### src/rtl/prog_mem_responder.sv
// Program-memory read responder: valid/ready request, programmable wait, held response,
// plus an independent single-cycle loader write port. Memory resets to a fixed boot image.
module prog_mem_responder #(
  parameter int ADDR_W   = 2,
  parameter int DATA_W   = 2,
  parameter int WAIT_CYC = 1
) (
  input  logic              clk,
  input  logic              rst,
  input  logic              req_valid,
  input  logic [ADDR_W-1:0] req_addr,
  output logic              req_ready,
  output logic              rsp_valid,
  input  logic              rsp_ready,
  output logic [DATA_W-1:0] rsp_data,
  output logic [ADDR_W-1:0] rsp_addr,
  input  logic              wr_en,
  input  logic [ADDR_W-1:0] wr_addr,
  input  logic [DATA_W-1:0] wr_data,
  output logic [7:0]        rd_count
);

  localparam int DEPTH = 1 << ADDR_W;
  localparam logic [2:0] WAIT_INIT = 3'(WAIT_CYC);

  typedef enum logic [1:0] {
    IDLE = 2'd0,
    WAIT = 2'd1,
    RESP = 2'd2
  } state_t;

  state_t            state_r, state_nxt_s;
  logic [2:0]        cnt_r, cnt_nxt_s;
  logic [ADDR_W-1:0] addr_r, addr_nxt_s;
  logic [ADDR_W-1:0] cap_addr_s;
  logic [DATA_W-1:0] cap_data_s;
  logic              capture_s;
  logic              rd_inc_s;
  logic              req_ready_r;
  logic              rsp_valid_r;
  logic [DATA_W-1:0] rsp_data_r;
  logic [ADDR_W-1:0] rsp_addr_r;
  logic [7:0]        rd_count_r;
  logic [DATA_W-1:0] mem_r [DEPTH];

  // Boot image: only the low two bits of the first four words are non-zero.
  function automatic logic [DATA_W-1:0] reset_word(input int unsigned idx);
    logic [DATA_W-1:0] w;
    w = '0;
    case (idx)
      32'd1:   w[1:0] = 2'b01;
      32'd2:   w[1:0] = 2'b01;
      32'd3:   w[1:0] = 2'b10;
      default: w      = '0;
    endcase
    return w;
  endfunction

  // Write-first bypass so a loader write on the capture edge is returned.
  assign cap_data_s = (wr_en && (wr_addr == cap_addr_s)) ? wr_data : mem_r[cap_addr_s];

  // Next-state, wait counter and capture decode.
  always_comb begin
    state_nxt_s = state_r;
    cnt_nxt_s   = cnt_r;
    addr_nxt_s  = addr_r;
    cap_addr_s  = addr_r;
    capture_s   = 1'b0;
    rd_inc_s    = 1'b0;
    case (state_r)
      IDLE: begin
        if (req_valid) begin
          addr_nxt_s = req_addr;
          cnt_nxt_s  = WAIT_INIT;
          if (WAIT_INIT == 3'd0) begin
            state_nxt_s = RESP;
            capture_s   = 1'b1;
            cap_addr_s  = req_addr;
          end else begin
            state_nxt_s = WAIT;
          end
        end else begin
          state_nxt_s = IDLE;
        end
      end
      WAIT: begin
        cnt_nxt_s = cnt_r - 3'd1;
        if (cnt_r <= 3'd1) begin
          state_nxt_s = RESP;
          capture_s   = 1'b1;
        end else begin
          state_nxt_s = WAIT;
        end
      end
      RESP: begin
        if (rsp_ready) begin
          state_nxt_s = IDLE;
          rd_inc_s    = 1'b1;
        end else begin
          state_nxt_s = RESP;
        end
      end
      default: begin
        state_nxt_s = IDLE;
        cnt_nxt_s   = 3'd0;
      end
    endcase
  end

  // FSM state, registered handshake outputs, response capture and read counter.
  always_ff @(posedge clk or negedge rst) begin
    if (!rst) begin
      state_r     <= IDLE;
      cnt_r       <= 3'd0;
      addr_r      <= '0;
      req_ready_r <= 1'b1;
      rsp_valid_r <= 1'b0;
      rsp_data_r  <= '0;
      rsp_addr_r  <= '0;
      rd_count_r  <= 8'd0;
    end else begin
      state_r     <= state_nxt_s;
      cnt_r       <= cnt_nxt_s;
      addr_r      <= addr_nxt_s;
      req_ready_r <= (state_nxt_s == IDLE);
      rsp_valid_r <= (state_nxt_s == RESP);
      if (capture_s) begin
        rsp_data_r <= cap_data_s;
        rsp_addr_r <= cap_addr_s;
      end
      if (rd_inc_s) begin
        rd_count_r <= rd_count_r + 8'd1;
      end
    end
  end

  // Program memory with loader write port; reset restores the boot image.
  always_ff @(posedge clk or negedge rst) begin
    if (!rst) begin
      for (int i = 0; i < DEPTH; i++) begin
        mem_r[i] <= reset_word(i);
      end
    end else if (wr_en) begin
      mem_r[wr_addr] <= wr_data;
    end
  end

  assign req_ready = req_ready_r;
  assign rsp_valid = rsp_valid_r;
  assign rsp_data  = rsp_data_r;
  assign rsp_addr  = rsp_addr_r;
  assign rd_count  = rd_count_r;

endmodule

### config.mk
export PLATFORM = sky130hd
export DESIGN_NAME = prog_mem_responder
export DESIGN_NICKNAME = d
export VERILOG_FILES = /design/src/rtl/prog_mem_responder.sv
export SDC_FILE = /design/constraint.sdc
export NUM_CORES = 1
export LEC_CHECK = 0
export CAP_MARGIN = 25
export CORE_ASPECT_RATIO = 0.5
export CORE_MARGIN = 4
export CORE_UTILIZATION = 45
export DETAILED_ROUTE_END_ITERATION = 16
export PLACE_DENSITY = 0.77
export SYNTH_ARGS = -nofsm -noshare
export SYNTH_HDL_FRONTEND = slang
export SYNTH_SLANG_ARGS = --single-unit
### constraint.sdc
create_clock -name clk -period 3.4 [get_ports clk]
set_input_delay 0.68 -clock clk [delete_from_list [all_inputs] [get_ports clk]]
set_output_delay 0.68 -clock clk [all_outputs]
set_load 0.02 [all_outputs]
# [Yosys cells after proc, flatten, opt, wreduce, memory -nomap -nowiden]
# Index checks and enable logic that the tools add are counted.
[word_totals] register_bits=29 output_inout_bits=14 elab_cells=49
[op_classes] n_addsub=2 magnitude_cmp=4 n_eq_ne=5 mux=17 bitwise=3 n_reduce_logical=6
[ops] cell="$mux W2" n=6
[ops] cell="$pmux W3 S3" n=1
[ops] cell="$add A8 B1 Y8 const B" n=1
[ops] cell="$bwmux W8" n=1
[ops] cell="$ge A3 B3 Y1 const B" n=2
[ops] cell="$not A2 Y3" n=2
[ops] cell="$pmux W2 S3" n=1
[ops] cell="$mux W1" n=5
[ops] cell="$bmux W2 S2" n=1
[ops] cell="$demux W2 S2" n=1
[ops] cell="$eq A2 B2 Y1 const B" n=2
[ops] cell="$logic_not A2 Y1" n=2
[ops] cell="$reduce_and A2 Y1" n=2
[ops] cell="$le A3 B1 Y1 const B" n=1
[ops] cell="$lt A3 B1 Y1 const B" n=1
[ops] cell="$mux W3" n=1
[ops] cell="$sub A3 B1 Y3 const B" n=1
[ops] cell="$eq A2 B1 Y1 const B" n=1
[ops] cell="$eq A2 B2 Y1" n=1
[ops] cell="$logic_and A1 B1 Y1" n=2
[ops] cell="$ne A2 B2 Y1 const B" n=1
[ops] cell="$not A1 Y1" n=1

# [Depth between registers and ports, before layout]
[depth] depth_word=6 mapped_depth=6 depth_no_buf=5

# [Worst setup path before layout]
# No wires, ideal clock.
[synth_path] kind="in2reg" startpoint="input port wr_en" endpoint="register mem_r[6] (netlist bit)" t_arrival_ns=1.323 required_time_ns=3.275 setup_slack_ns=1.952 stages=3 path_buffers=0 cell_sequence="inv_1 -> nor3_1 -> mux2_2"
[synth_rtl] item="from (decl)" line="17" rtl="input logic wr_en,"
[synth_rtl] item="to (signal, indexed assignment)" line="141" rtl="mem_r[i] <= reset_word(i);"
[synth_rtl] item="to (signal, indexed assignment)" line="144" rtl="mem_r[wr_addr] <= wr_data;"
[synth_rtl] item="to (decl)" line="44" rtl="logic [DATA_W-1:0] mem_r [DEPTH];"

# [Final worst setup path]
[layout_path] startpoint="register req_ready_r (netlist: req_ready)" endpoint="output port req_ready"
[layout_rtl] item="from (decl)" line="39" rtl="logic req_ready_r;"
[layout_rtl] item="from (signal assigned)" line="125" rtl="req_ready_r <= (state_nxt_s == IDLE);"
[layout_rtl] item="to (decl)" line="12" rtl="output logic req_ready,"
# No word-level cell between the ends.

==> impl_metrics.ini <==
[status]
outcome = completed

[global_route]
grt_pass1_wl_um = 4190
antenna_found_initial = 0
grt_start_max_net_pins = 30
grt.total_usage = 0.139
grt_pass1_vias = 904
grt-ovfl-total = 0

[place]
place_area_mm2 = 0.00165
dp.cells = 165
io_buffers = 24
dp_hpwl_um = 1800
place.gp.congestion = 0.866

[floorplan]
initial_core_util = 0.504
rows = 13
core_area_mm2 = 0.00277
die_area_mm2 = 0.00410
io_pins = 25
die_h_um = 47.3
die_width_um = 86.7

[synth]
avgSynthCellArea_um2 = 12.9
ys.flop_type = dfrtp_1
ys_seq_elements = 29
synth_top_area_share = 0.449
yosysUniqueCellTypes = 34
synth_top_area_cell = dfrtp_1
yosysMostFrequentCell = dfrtp_1
yosys-top-cells-count = 25 x dfrtp_1, 11 x mux2_2, 7 x xor2_1, 6 x inv_1
synth.area.top_cells = dfrtp_1 45%, mux2_2 8.9%, dfstp_2 7.5%, xor2_1 4.4%, mux4_2 3.2%
async_flop_share = 1.00
synth_nets = 122
synth_area_mm2 = 0.00139
synth_edf_count = 0
ys_warn_count = 0
syn_inst = 108
ys_seq_area_frac = 0.525

[critical_path]
worst-setup-path-type = reg2out
crit_path_end_kind = output pin
worst_r2r_endpoint = rsp_addr[1]$_DFFE_PN0P_
r2r_slack_ns = 1.86
path_buf_inv = 1
slowest_delay_ns = 0.59
reg2reg_from = cnt_r[1]$_DFFE_PN0P_
required_ns = 2.72
reg2regPathDepth = 5
path_max_fanout = 1
path_delay_family = buffers and inverters
worst-endpoint-arrival_ns = 1.37
path_depth = 1
crit_path_start_kind = flip-flop
slowest_stage = clkdlybuf4s50_1
cp_cell_sequence = clkdlybuf4s50_1

[timing]
drv_slew = 0
max_slew.worst_pin.slew_ns = 0.405
period_minus_slack_ns = 2.05
finalCritPeriodShare = 0.604
fin_setup_tns_ns = 0
finClkSkew_ns = 0.00122
finalSetupViolations = 0
hold_viol = 0
timing.fmax_ghz = 0.487
grt_setup_unrepaired = false
relSlewSlack = 0.729

[clock_network]
postCtsHoldBufs = 0
clkLatencyLatePin_ns = 0.27
cts_root_buf = clkbuf_8
cts_buffer_depth = 2
cts_tree = built
cts.sinks = 29
htree_levels = 2
post_cts_buffers = 0
cts_resized = 0
cts_buffers = 5
clk_pin_slew_ns = 0.06

[pwr]
total_power_mw = 1.48
power.density_mw_per_mm2 = 844
power.leakage_nw = 0.766
vdd_drop_max_mv = 0.397

[route]
initialDrtViolationCount = 29
routed_wl_um = 2390
drc_errors = 0
antenna_left = 0
vias_per_cell = 5.28
dr.pass1.iters = 4
vias = 913
wire_per_inst_um = 13.8

[cells_and_area]
fill_cells = 226
drive_gt1_frac = 0.257
antennaDiodeCount = 0
fin_area_mm2 = 0.00175
synthToLayoutAreaGrowth_pct = 25.8
nets = 149
fin_cells = 173

[worst_hold_path]
hold_depth = 1
min_from = rd_count[7]$_DFFE_PN0P_
hold_class = reg2reg
min_to = rd_count[7]$_DFFE_PN0P_

[flow_run]
maxCapViolCount = 0
[kinds of logic after synthesis]
kind of cell    after synthesis  synth area share
flops                        29             0.525
mux                          16             0.150
simple gates                 22             0.102
xor+xnor                     12            0.0755
fa+ha+maj                     3            0.0270
buf+inv                      11            0.0422
compound gates               15            0.0782
[state kept, by name, summed over array words and instances (netlist names)]
name	cells
addr_r	2
cnt_r	3
mem_r	8
rd_count	8
req_ready	1
rsp_addr	2
rsp_data	2
rsp_valid	1
state_r	2
[per-layer routing]
| layer | global-route usage | up-vias | wire length, µm |
|---|---|---|---|
| li1 | - | 441 | - |
| met1 | 0.179 | 451 | 1110 |
| met2 | 0.219 | 17 | 1160 |
| met3 | 0.0473 | 4 | 101 |
| met4 | 0.0652 | 0 | 21 |
| met5 | 0 | - | 0 |
[report_power, final]
part	internal [mW]	switching, mW
registers	0.469	0.114
clock network	0.183	0.127
logic	0.322	0.264
total	0.974	0.504
[how the worst max path moves through the flow]
stage,start,end
6_report,req_ready$_DFF_PN1_,req_ready
5_1_grt,req_ready$_DFF_PN1_,req_ready
4_1_cts,req_ready$_DFF_PN1_,req_ready
3_5_place_dp,wr_en,mem_r[6]$_DFFE_PN0P_
3_3_place_gp,wr_en,mem_r[7]$_DFFE_PN0P_
2_1_floorplan,wr_en,mem_r[6]$_DFFE_PN0P_
[metrics by stage]
step | hold slack, ns | setup WS, ns | util
floorplan | 0.384 | 1.95 | -
global placement | 0.456 | 1.31 | 0.597
detailed placement | 0.478 | 1.25 | 0.597
CTS | 0.490 | 1.33 | 0.633
global route | 0.513 | 1.30 | 0.633
finish | 0.478 | 1.35 | 0.633
[cell usage in the layout, fill, tap and decap left out, drive strengths merged, types with 4 or more instances in the layout]
master         instances
dfrtp                 25
a31oi                  5
nand4                  5
xnor2                  5
xor2                   7
clkdlybuf4s50         24
dfstp                  4
clkbuf                 7
mux2                  13
inv                    6
[final cells by class]
class | count | area, µm² | area share
clock inverter | 1 | 5.00 | 0.00286
timing repair buffer | 25 | 248 | 0.141
multi-input combinational | 68 | 603 | 0.344
tap | 37 | 46.3 | 0.0264
inverter | 6 | 22.5 | 0.0129
sequential | 29 | 731 | 0.417
clock buffer | 7 | 96.3 | 0.0550
No activity file was read; power rests on OpenSTA's default activity.
